File: config.mk
export PLATFORM = sky130hd
export DESIGN_NAME = passcode_entry_fsm_flat
export DESIGN_NICKNAME = d
export VERILOG_FILES = /design/src/rtl/passcode_entry_fsm_pkg.sv /design/src/rtl/passcode_entry_fsm_if.sv /design/src/rtl/passcode_entry_fsm_btn_sync_edge.sv /design/src/rtl/passcode_entry_fsm.sv /design/src/flat_wrapper.sv
export SDC_FILE = /design/constraint.sdc
export NUM_CORES = 1
export LEC_CHECK = 0
export BUFFER_PORTS_ARGS = -buffer_cell sky130_fd_sc_hd__buf_2
export CORE_MARGIN = 1
export CORE_UTILIZATION = 66
export DETAILED_ROUTE_END_ITERATION = 12
export GPL_TIMING_DRIVEN = 0
export HOLD_SLACK_MARGIN = 0.08
export MAX_ROUTING_LAYER = met4
export PLACE_DENSITY_LB_ADDON = 0.25
export SYNTH_ARGS = -nofsm -noshare
export SYNTH_HDL_FRONTEND = slang
export SYNTH_SLANG_ARGS = --single-unit
File: constraint.sdc
create_clock -name clk -period 4.69 [get_ports clk]
set_clock_uncertainty 0.05 [all_clocks]
set_input_delay 0.938 -clock clk [delete_from_list [all_inputs] [get_ports clk]]
set_output_delay 0.938 -clock clk [all_outputs]
set_load 0.01 [all_outputs]
File: src/rtl/passcode_entry_fsm_pkg.sv
// Shared types and constants for the passcode entry path.
package passcode_entry_fsm_pkg;

    typedef enum logic [2:0] {
        StEntry,
        StCheck,
        StUnlocked,
        StFail,
        StLockout
    } state_e;

    // Decoder shows "F" for this value.
    localparam logic [3:0]  COUNT_ERR   = 4'hF;
    localparam int unsigned CODE_DIGITS = 4;
    localparam logic [3:0]  BCD_MAX     = 4'd9;

    // Sizes the shared hold timer to the longest of the three hold periods.
    function automatic int unsigned max3(input int unsigned a, input int unsigned b,
                                         input int unsigned c);
        int unsigned m;
        m = (a > b) ? a : b;
        return (m > c) ? m : c;
    endfunction

endpackage

File: src/rtl/passcode_entry_fsm_if.sv
// Switch/button inputs and decoder/status outputs of the passcode entry stage.
interface passcode_entry_fsm_if #(
    parameter int unsigned MAX_ATTEMPTS = 3
) ();

    localparam int unsigned AttW = $clog2(MAX_ATTEMPTS + 1);

    logic [3:0]      digit_in;
    logic            enter_btn;
    logic            clear_btn;
    logic [3:0]      counter_value;
    logic            unlock;
    logic            locked;
    logic            fail_pulse;
    logic            invalid_digit;
    logic [AttW-1:0] attempts;

    // Switch/button side.
    modport master (
        output digit_in, enter_btn, clear_btn,
        input  counter_value, unlock, locked, fail_pulse, invalid_digit, attempts
    );

    // Entry FSM side.
    modport slave (
        input  digit_in, enter_btn, clear_btn,
        output counter_value, unlock, locked, fail_pulse, invalid_digit, attempts
    );

endinterface

File: src/rtl/passcode_entry_fsm_btn_sync_edge.sv
// Two-flop synchroniser plus registered rising-edge detector for a debounced button.
// The pulse is one cycle wide and appears three clock edges after the pin rises.
module passcode_entry_fsm_btn_sync_edge (
    input  logic clk,
    input  logic rst_n,
    input  logic btn_i,
    output logic pulse_o
);

    logic sync1_q, sync2_q, prev_q, pulse_q;

    // Synchronise the pin and register a pulse on the first synchronised high sample.
    always_ff @(posedge clk or negedge rst_n) begin
        if (!rst_n) begin
            sync1_q <= 1'b0;
            sync2_q <= 1'b0;
            prev_q  <= 1'b0;
            pulse_q <= 1'b0;
        end else begin
            sync1_q <= btn_i;
            sync2_q <= sync1_q;
            prev_q  <= sync2_q;
            pulse_q <= sync2_q & ~prev_q;
        end
    end

    assign pulse_o = pulse_q;

endmodule

File: src/rtl/passcode_entry_fsm.sv
// Passcode entry: collects four BCD digits, checks them against the stored code and
// grants unlock, shows a failure, or locks out after too many consecutive failures.
module passcode_entry_fsm
    import passcode_entry_fsm_pkg::*;
#(
    parameter logic [15:0] PASSCODE           = 16'h1234,
    parameter int unsigned MAX_ATTEMPTS       = 3,
    parameter int unsigned UNLOCK_HOLD_CYCLES = 50000000,
    parameter int unsigned FAIL_HOLD_CYCLES   = 25000000,
    parameter int unsigned LOCKOUT_CYCLES     = 250000000
) (
    input  logic                 clk,
    input  logic                 rst_n,
    passcode_entry_fsm_if.slave  bus
);

    localparam int unsigned AttW    = $clog2(MAX_ATTEMPTS + 1);
    localparam int unsigned HoldMax = max3(UNLOCK_HOLD_CYCLES, FAIL_HOLD_CYCLES, LOCKOUT_CYCLES);
    localparam int unsigned TimerW  = $clog2(HoldMax) + 1;

    // The timer is loaded with hold-1 so the state lasts exactly "hold" cycles.
    localparam logic [TimerW-1:0] UnlockLoad  = TimerW'(UNLOCK_HOLD_CYCLES - 1);
    localparam logic [TimerW-1:0] FailLoad    = TimerW'(FAIL_HOLD_CYCLES - 1);
    localparam logic [TimerW-1:0] LockoutLoad = TimerW'(LOCKOUT_CYCLES - 1);
    localparam logic [AttW:0]     MaxAtt      = (AttW + 1)'(MAX_ATTEMPTS);

    state_e            state_q;
    logic [15:0]       digits_q;
    logic [3:0]        counter_q;
    logic [TimerW-1:0] timer_q;
    logic [AttW-1:0]   attempts_q;
    logic              unlock_q, locked_q, fail_q, invalid_q;

    logic              enter_edge, clear_edge;
    logic [3:0]        count_inc;
    logic [AttW:0]     att_inc;

    passcode_entry_fsm_btn_sync_edge u_enter_sync (
        .clk     (clk),
        .rst_n   (rst_n),
        .btn_i   (bus.enter_btn),
        .pulse_o (enter_edge)
    );

    passcode_entry_fsm_btn_sync_edge u_clear_sync (
        .clk     (clk),
        .rst_n   (rst_n),
        .btn_i   (bus.clear_btn),
        .pulse_o (clear_edge)
    );

    // Next digit count and next attempt count (one bit wider so saturation is visible).
    always_comb begin
        count_inc = counter_q + 4'd1;
        att_inc   = {1'b0, attempts_q} + 1'b1;
    end

    // Entry FSM with digit register, shared hold timer, attempt counter and registered outputs.
    always_ff @(posedge clk or negedge rst_n) begin
        if (!rst_n) begin
            state_q    <= StEntry;
            digits_q   <= '0;
            counter_q  <= '0;
            timer_q    <= '0;
            attempts_q <= '0;
            unlock_q   <= 1'b0;
            locked_q   <= 1'b0;
            fail_q     <= 1'b0;
            invalid_q  <= 1'b0;
        end else begin
            fail_q    <= 1'b0;
            invalid_q <= 1'b0;
            unique case (state_q)
                StEntry: begin
                    // Clear wins over a simultaneous Enter.
                    if (clear_edge) begin
                        counter_q <= '0;
                        digits_q  <= '0;
                    end else if (enter_edge) begin
                        if (bus.digit_in > BCD_MAX) begin
                            invalid_q <= 1'b1;
                        end else begin
                            digits_q  <= {digits_q[11:0], bus.digit_in};
                            counter_q <= count_inc;
                            if (count_inc == 4'(CODE_DIGITS)) begin
                                state_q <= StCheck;
                            end
                        end
                    end
                end
                StCheck: begin
                    if (digits_q == PASSCODE) begin
                        state_q    <= StUnlocked;
                        unlock_q   <= 1'b1;
                        attempts_q <= '0;
                        timer_q    <= UnlockLoad;
                    end else begin
                        fail_q    <= 1'b1;
                        counter_q <= COUNT_ERR;
                        if (att_inc >= MaxAtt) begin
                            state_q    <= StLockout;
                            locked_q   <= 1'b1;
                            attempts_q <= AttW'(MAX_ATTEMPTS);
                            timer_q    <= LockoutLoad;
                        end else begin
                            state_q    <= StFail;
                            attempts_q <= att_inc[AttW-1:0];
                            timer_q    <= FailLoad;
                        end
                    end
                end
                StUnlocked: begin
                    if (clear_edge || timer_q == '0) begin
                        state_q   <= StEntry;
                        unlock_q  <= 1'b0;
                        counter_q <= '0;
                        digits_q  <= '0;
                    end else begin
                        timer_q <= timer_q - 1'b1;
                    end
                end
                StFail: begin
                    if (timer_q == '0) begin
                        state_q   <= StEntry;
                        counter_q <= '0;
                        digits_q  <= '0;
                    end else begin
                        timer_q <= timer_q - 1'b1;
                    end
                end
                StLockout: begin
                    if (timer_q == '0) begin
                        state_q    <= StEntry;
                        locked_q   <= 1'b0;
                        attempts_q <= '0;
                        counter_q  <= '0;
                        digits_q   <= '0;
                    end else begin
                        timer_q <= timer_q - 1'b1;
                    end
                end
                default: begin
                    state_q <= StEntry;
                end
            endcase
        end
    end

    assign bus.counter_value = counter_q;
    assign bus.unlock        = unlock_q;
    assign bus.locked        = locked_q;
    assign bus.fail_pulse    = fail_q;
    assign bus.invalid_digit = invalid_q;
    assign bus.attempts      = attempts_q;

endmodule

File: src/flat_wrapper.sv
// flat-port wrapper written by rule: the top's interface ports become plain ports
module passcode_entry_fsm_flat import passcode_entry_fsm_pkg::*;
#(
    parameter logic [15:0] PASSCODE           = 16'h1234,
    parameter int unsigned MAX_ATTEMPTS       = 3,
    parameter int unsigned UNLOCK_HOLD_CYCLES = 50000000,
    parameter int unsigned FAIL_HOLD_CYCLES   = 25000000,
    parameter int unsigned LOCKOUT_CYCLES     = 250000000
)
  (clk, rst_n, bus_digit_in, bus_enter_btn, bus_clear_btn, bus_counter_value, bus_unlock, bus_locked, bus_fail_pulse, bus_invalid_digit, bus_attempts);
  passcode_entry_fsm_if #(.MAX_ATTEMPTS(MAX_ATTEMPTS)) bus_i ();
  input  logic clk;
  input  logic rst_n;
  input wire logic [$bits(bus_i.digit_in)-1:0] bus_digit_in;
  input wire logic [$bits(bus_i.enter_btn)-1:0] bus_enter_btn;
  input wire logic [$bits(bus_i.clear_btn)-1:0] bus_clear_btn;
  output wire logic [$bits(bus_i.counter_value)-1:0] bus_counter_value;
  output wire logic [$bits(bus_i.unlock)-1:0] bus_unlock;
  output wire logic [$bits(bus_i.locked)-1:0] bus_locked;
  output wire logic [$bits(bus_i.fail_pulse)-1:0] bus_fail_pulse;
  output wire logic [$bits(bus_i.invalid_digit)-1:0] bus_invalid_digit;
  output wire logic [$bits(bus_i.attempts)-1:0] bus_attempts;
  assign bus_i.digit_in = bus_digit_in;
  assign bus_i.enter_btn = bus_enter_btn;
  assign bus_i.clear_btn = bus_clear_btn;
  assign bus_counter_value = bus_i.counter_value;
  assign bus_unlock = bus_i.unlock;
  assign bus_locked = bus_i.locked;
  assign bus_fail_pulse = bus_i.fail_pulse;
  assign bus_invalid_digit = bus_i.invalid_digit;
  assign bus_attempts = bus_i.attempts;
  passcode_entry_fsm #(.PASSCODE(PASSCODE), .MAX_ATTEMPTS(MAX_ATTEMPTS), .UNLOCK_HOLD_CYCLES(UNLOCK_HOLD_CYCLES), .FAIL_HOLD_CYCLES(FAIL_HOLD_CYCLES), .LOCKOUT_CYCLES(LOCKOUT_CYCLES)) u_core (.clk(clk), .rst_n(rst_n), .bus(bus_i));
endmodule
; ---- After elaboration in Yosys (flattened, before gate mapping)
; Index checks and enable logic that the tools add are counted.
[classes]
n_addsub = 3
n_eq_ne = 20
order_cmp = 2
muxes = 44
n_bitwise = 4
n_reduce_logical = 16
[op_table]
columns = op, count
row1 = 2-to-1 mux 29 bit, 3
row2 = one-hot mux 29 bit (3 select lines), 1
row3 = 2-to-1 mux 16 bit, 5
row4 = one-hot mux 16 bit (3 select lines), 1
row5 = logical NOT 29 bit, 1
row6 = subtractor 29 x 1 -> 29 bit (second input constant), 1
row7 = 2-to-1 mux 28 bit, 1
row8 = 2-to-1 mux 3 bit, 8
row9 = 2-to-1 mux 4 bit, 6
row10 = equality test 16 x 13 -> 1 bit (second input constant), 1
row11 = one-hot mux 4 bit (4 select lines), 1
row12 = != test 2 x 1 -> 1 bit (second input constant), 6
row13 = != test 2 bit (second input constant), 6
row14 = one-hot mux 3 bit (4 select lines), 1
row15 = AND reduction 6 bit, 2
row16 = 2-to-1 mux 1 bit, 11
row17 = equality test 3 x 2 -> 1 bit (second input constant), 2
row18 = 2-to-1 mux 2 bit, 3
row19 = != test 3 bit (second input constant), 2
row20 = AND reduction 3 bit, 2
row21 = nonzero test 3 bit, 2
row22 = AND reduction 5 bit, 1
row23 = adder 4 x 1 -> 4 bit (second input constant), 1
row24 = equality test 4 x 3 -> 1 bit (second input constant), 1
row25 = other kinds (16), 20
[word_totals]
register_bits = 66
word_cells = 106
output_inout_bits = 10

; ---- Depth between registers and ports, before layout
[logic_depth]
word_depth = 7
mapped_depth = 9
depth_no_buf = 7

; ---- Hierarchy
; Synthesis repeated with hierarchy kept, for this count alone.
[unflattened]
cells_unflattened = 372
area_unflattened_um2 = 3643.5
[modules_own_cells]
columns = mod, instances, cells_each, area_per_inst_um2, seq_area_each_um2
row1 = passcode_entry_fsm, 1, 362, 3415.8, 1451.4
row2 = passcode_entry_fsm_btn_sync_edge, 2, 5, 113.9, 100.1

; ---- Least setup slack after synthesis
; Ideal clock, no wire load.
[synth_timing]
path_type = input -> register
startpoint = input bus_digit_in[2]
endpoint = register u_core.counter_q[0], in the netlist u_core.bus.counter_value[0]
path_slack_ns = 2.471
n_path_buf = 0
arrival_ns = 2.041
cell_stages = 5
cell_sequence = o21ai_0 nand2_1 a221o_1 a21o_1 mux2_1
[synth_via]
elab_chain_cells = 3
[synth_rtl]
columns = element, line
row1 = start: declaration, flat_wrapper.sv:14  ; input wire logic [$bits(bus_i.digit_in)-1:0] bus_digit_in;
row2 = greater-than comparator 4 bit, passcode_entry_fsm.sv:80  ; if (bus.digit_in > BCD_MAX) begin
row3 = != test 3 bit (no line), n/a
row4 = AND reduction 6 bit (no line), n/a
row5 = end signal: assignment, passcode_entry_fsm.sv:84  ; counter_q <= count_inc;
row6 = end: declaration, passcode_entry_fsm.sv:29  ; logic [3:0] counter_q;
; Every way passes these cells.
; A chain may end at the register's enable or synchronous reset.

; ---- Worst setup path after layout
[layout_timing]
startpoint = register u_core.timer_q[25]
endpoint = register u_core.timer_q[1]
[layout_via]
elab_chain_cells = 4
[layout_rtl]
columns = element, line
row1 = start: declaration, passcode_entry_fsm.sv:30  ; logic [TimerW-1:0] timer_q;
row2 = start signal: assignment, passcode_entry_fsm.sv:96  ; timer_q <= UnlockLoad;
row3 = start signal: assignment, passcode_entry_fsm.sv:104  ; timer_q <= LockoutLoad;
row4 = start signal: assignment, passcode_entry_fsm.sv:108  ; timer_q <= FailLoad;
row5 = logical NOT 29 bit *, "passcode_entry_fsm.sv:113, passcode_entry_fsm.sv:123, passcode_entry_fsm.sv:132"
row6 = logical OR 1 bit, passcode_entry_fsm.sv:113  ; if (clear_edge || timer_q == '0) begin
row7 = != test 2 bit (no line), n/a
row8 = AND reduction 3 bit (no line) *, n/a
; Mark *: on every way between the ends. The rest lies on a longest branch, timed or not.

==> metrics.csv <==
stage,metric,value,unit
layout,drive_gt1_frac,0.1129,
floorplan,fp.dieArea,6084,sq um
layout,finalCoreUtilization,0.7624,
place,gp_congestion,0.9276,
sta,setup_viol,0,
sta,slew_headroom,0.4546,
grt,grt_max_degree,67,
power_and_ir_drop,ir_worst_vdd,0.2172,mV
critical_path,cp-end-kind,flop,
clock_network,clk_latency,360,ps
logic_synthesis,post-synth-top-area-cell,dfrtp_1,
clock_network,cts-resized-gates,0,
logic_synthesis,ys_ff_latch,66,
min_path,hold_depth,0,
critical_path,arrival,2850,ps
route,route.vias.total,3479,
run,maxCapViolCount,0,
min_path,hold_path_startpoint,u_core.u_clear_sync.sync1_q,
clock_network,cts_sinks,66,
min_path,hold_end,u_core.u_clear_sync.sync2_q,
critical_path,reg2reg_to,u_core.timer_q[1],
grt,grt_pass1_wl,16590,um
logic_synthesis,syn-cell-area,3812,sq um
clock_network,clockBufferDepth,2,
status,status,completed,
floorplan,ios,18,
sta,maxSlewViolCount,0,
logic_synthesis,yosys-top-cells-area,"dfrtp_1, mux2i_1, nand2_1",
grt,grt_pass1_vias,3416,
logic_synthesis,syn_nets,413,
route,drc,0,
sta,setup-tns-final,0,ps
logic_synthesis,netlist_instances,401,
power_and_ir_drop,p_leak,0.001806,uW
min_path,holdCritPathClass,flop to flop,
clock_network,cts_root_buf,clkbuf_8,
logic_synthesis,yosys.area.top_type_share,0.4332,
critical_path,worstPathRequired,4880,ps
critical_path,critPathLaunchType,flop,
layout,antenna-diode-count,0,
route,drtPass1Iterations,5,
route,viasPerCell,6.875,
clock_network,cts_hold_buf,0,
clock_network,clk_pin_slew,70,ps
grt,grtUsageTotal,0.3674,
sta,tightest_slew,818.1,ps
critical_path,r2r_slack,2020,ps
layout,area_growth,10.80,%
logic_synthesis,yosysMostFrequentCell,dfrtp_1,
logic_synthesis,synth_edf_count,0,
floorplan,start_util,0.6881,
critical_path,rr_startpoint,u_core.timer_q[25],
logic_synthesis,synth_ff_type,dfrtp_1,
route,drt-wirelength-per-cell,19.52,um
sta,finalWorstSetupSlack,2022,ps
logic_synthesis,avgSynthCellArea,9.507,sq um
place,io_buffers,17,
clock_network,cts_max_level,3,
clock_network,cts_tree,yes,
floorplan,core_area,5540,sq um
clock_network,post_cts_buffers,0,
sta,post-route-min-period,2668,ps
sta,rsz0062_at_grt,no,
place,hpwl,6671,um
grt,grt_overflow_total,0,
route,antenna_left,0,
logic_synthesis,yosys-top-cells-count,"dfrtp_1, nand2_1, nor2_1, mux2i_1, a31oi_1",
floorplan,die_x,78,um
logic_synthesis,ys_types,66,
route,dr.first_iter.drc_count,520,
logic_synthesis,yosysSeqAreaShare,0.4332,
grt,antenna_found_initial,0,
power_and_ir_drop,power_density,277.7,nW/um^2
critical_path,crit_type,flop to flop,
critical_path,cp_max_fo,9,
critical_path,ff2ff_path_depth,6,
sta,hold_viol_final,0,
floorplan,row_count,27,
sta,max_freq,374.9,MHz
floorplan,die_y,78,um
layout,finalNetCount,441,
clock_network,cts_buffers,9,
route,drt_wl_total,9875,um
logic_synthesis,yosysWarnings,0,
place,place_ws,2138,ps
logic_synthesis,async_flop_share,1.000,
sta,finalCritPeriodShare,0.5688,
-- routing by layer --
| metal | global-route usage | routed length (um) | part of all wire | vias up |
|---|---|---|---|---|
| met4 | 0.1963 | 309 | 0.031 | 0 |
| met2 | 0.5274 | 4471 | 0.45 | 183 |
| met1 | 0.4950 | 4246 | 0.43 | 1688 |
| met5 | - | 0 | 0 | - |
| met3 | 0.06941 | 847 | 0.086 | 36 |
| li1 | - | - | - | 1572 |
-- worst max-delay path by stage --
stage | startpoint | endpoint | slack, ps | depth (start not counted)
4_1_cts | u_core.timer_q[25] | u_core.timer_q[1] | 2110 | 6
3_5_place_dp | u_core.timer_q[25] | u_core.timer_q[1] | 2140 | 6
3_3_place_gp | u_core.timer_q[25] | u_core.timer_q[18] | 2170 | 7
5_1_grt | u_core.state_q[2] | u_core.digits_q[13] | 1930 | 7
2_1_floorplan | bus_digit_in[2] | u_core.bus.counter_value[0] | 2470 | 5
6_report | u_core.timer_q[25] | u_core.timer_q[1] | 2020 | 6
-- critical path, stage by stage, from the launching register on --
cell     delay (ps)
dfrtp_1         430
nor4_2          580
nand4_1         260
o21ba_1         220
buf_2           190
nor3_4          430
mux2_1          380
-- cell usage in the layout, fill, tap and decap left out, drive strengths merged, types with 9 or more instances in the layout --
cell	n
dfrtp	66
clkbuf	31
nor2b	10
inv	11
mux2i	24
nand2	52
nor2	25
a21oi	11
o22a	9
buf	27
o21ai	9
nor4	10
a31oi	21
-- where the power goes --
group / internal [uW] / total [uW] / leakage (uW) / switching [uW]
combinational: 3.64 / 17.7 / 0.000984 / 14.1
clock: 353 / 582 / 0.000114 / 229
sequential: 572 / 574 / 0.000708 / 1.33
-- area by class of cell --
class,instances,area [sq um]
repair buffers,17,87.58
well taps,72,90.09
fillers,380,1316
clock buffers,11,131.4
plain buffers,30,131.4
flip-flops and latches,66,1652
multi-input cells,294,1988
inverters,11,41.29
clock inverters,5,102.6
-- state kept, by name, indices dropped and copies added (netlist names), 2 cells and up --
| register | cells |
|---|---|
| u_core.state_q | 3 |
| u_core.bus.attempts | 2 |
| u_core.bus.counter_value | 4 |
| u_core.digits_q | 16 |
| u_core.timer_q | 29 |
-- per-stage QoR --
stage / cell area [sq um] / hold slack (ps) / power, uW / cells
2_1_floorplan: 3812 / 281.2 / 587.4 / 401
3_3_place_gp: 3988 / 285.4 / 602.5 / 490
3_5_place_dp: 3990 / 299.8 / 603.1 / 490
4_1_cts: 4224 / 315.6 / 1172 / 506
5_1_grt: 4224 / 321.4 / 1195 / 506
6_report: 4224 / 313.7 / 1173 / 506
-- cells by family (layout without fill, tap and decap cells) --
| group | after synthesis | after routing | share of synthesized area |
|---|---|---|---|
| flops | 66 | 66 | 0.4332 |
| xor+xnor | 2 | 2 | 0.004596 |
| mux | 27 | 27 | 0.07187 |
| compound gates | 102 | 102 | 0.2018 |
| fa+ha+maj | 4 | 4 | 0.01313 |
| buf+inv | 41 | 74 | 0.04529 |
| simple gates | 159 | 159 | 0.2301 |
Note: power is estimated with default switching activity, not from simulation.
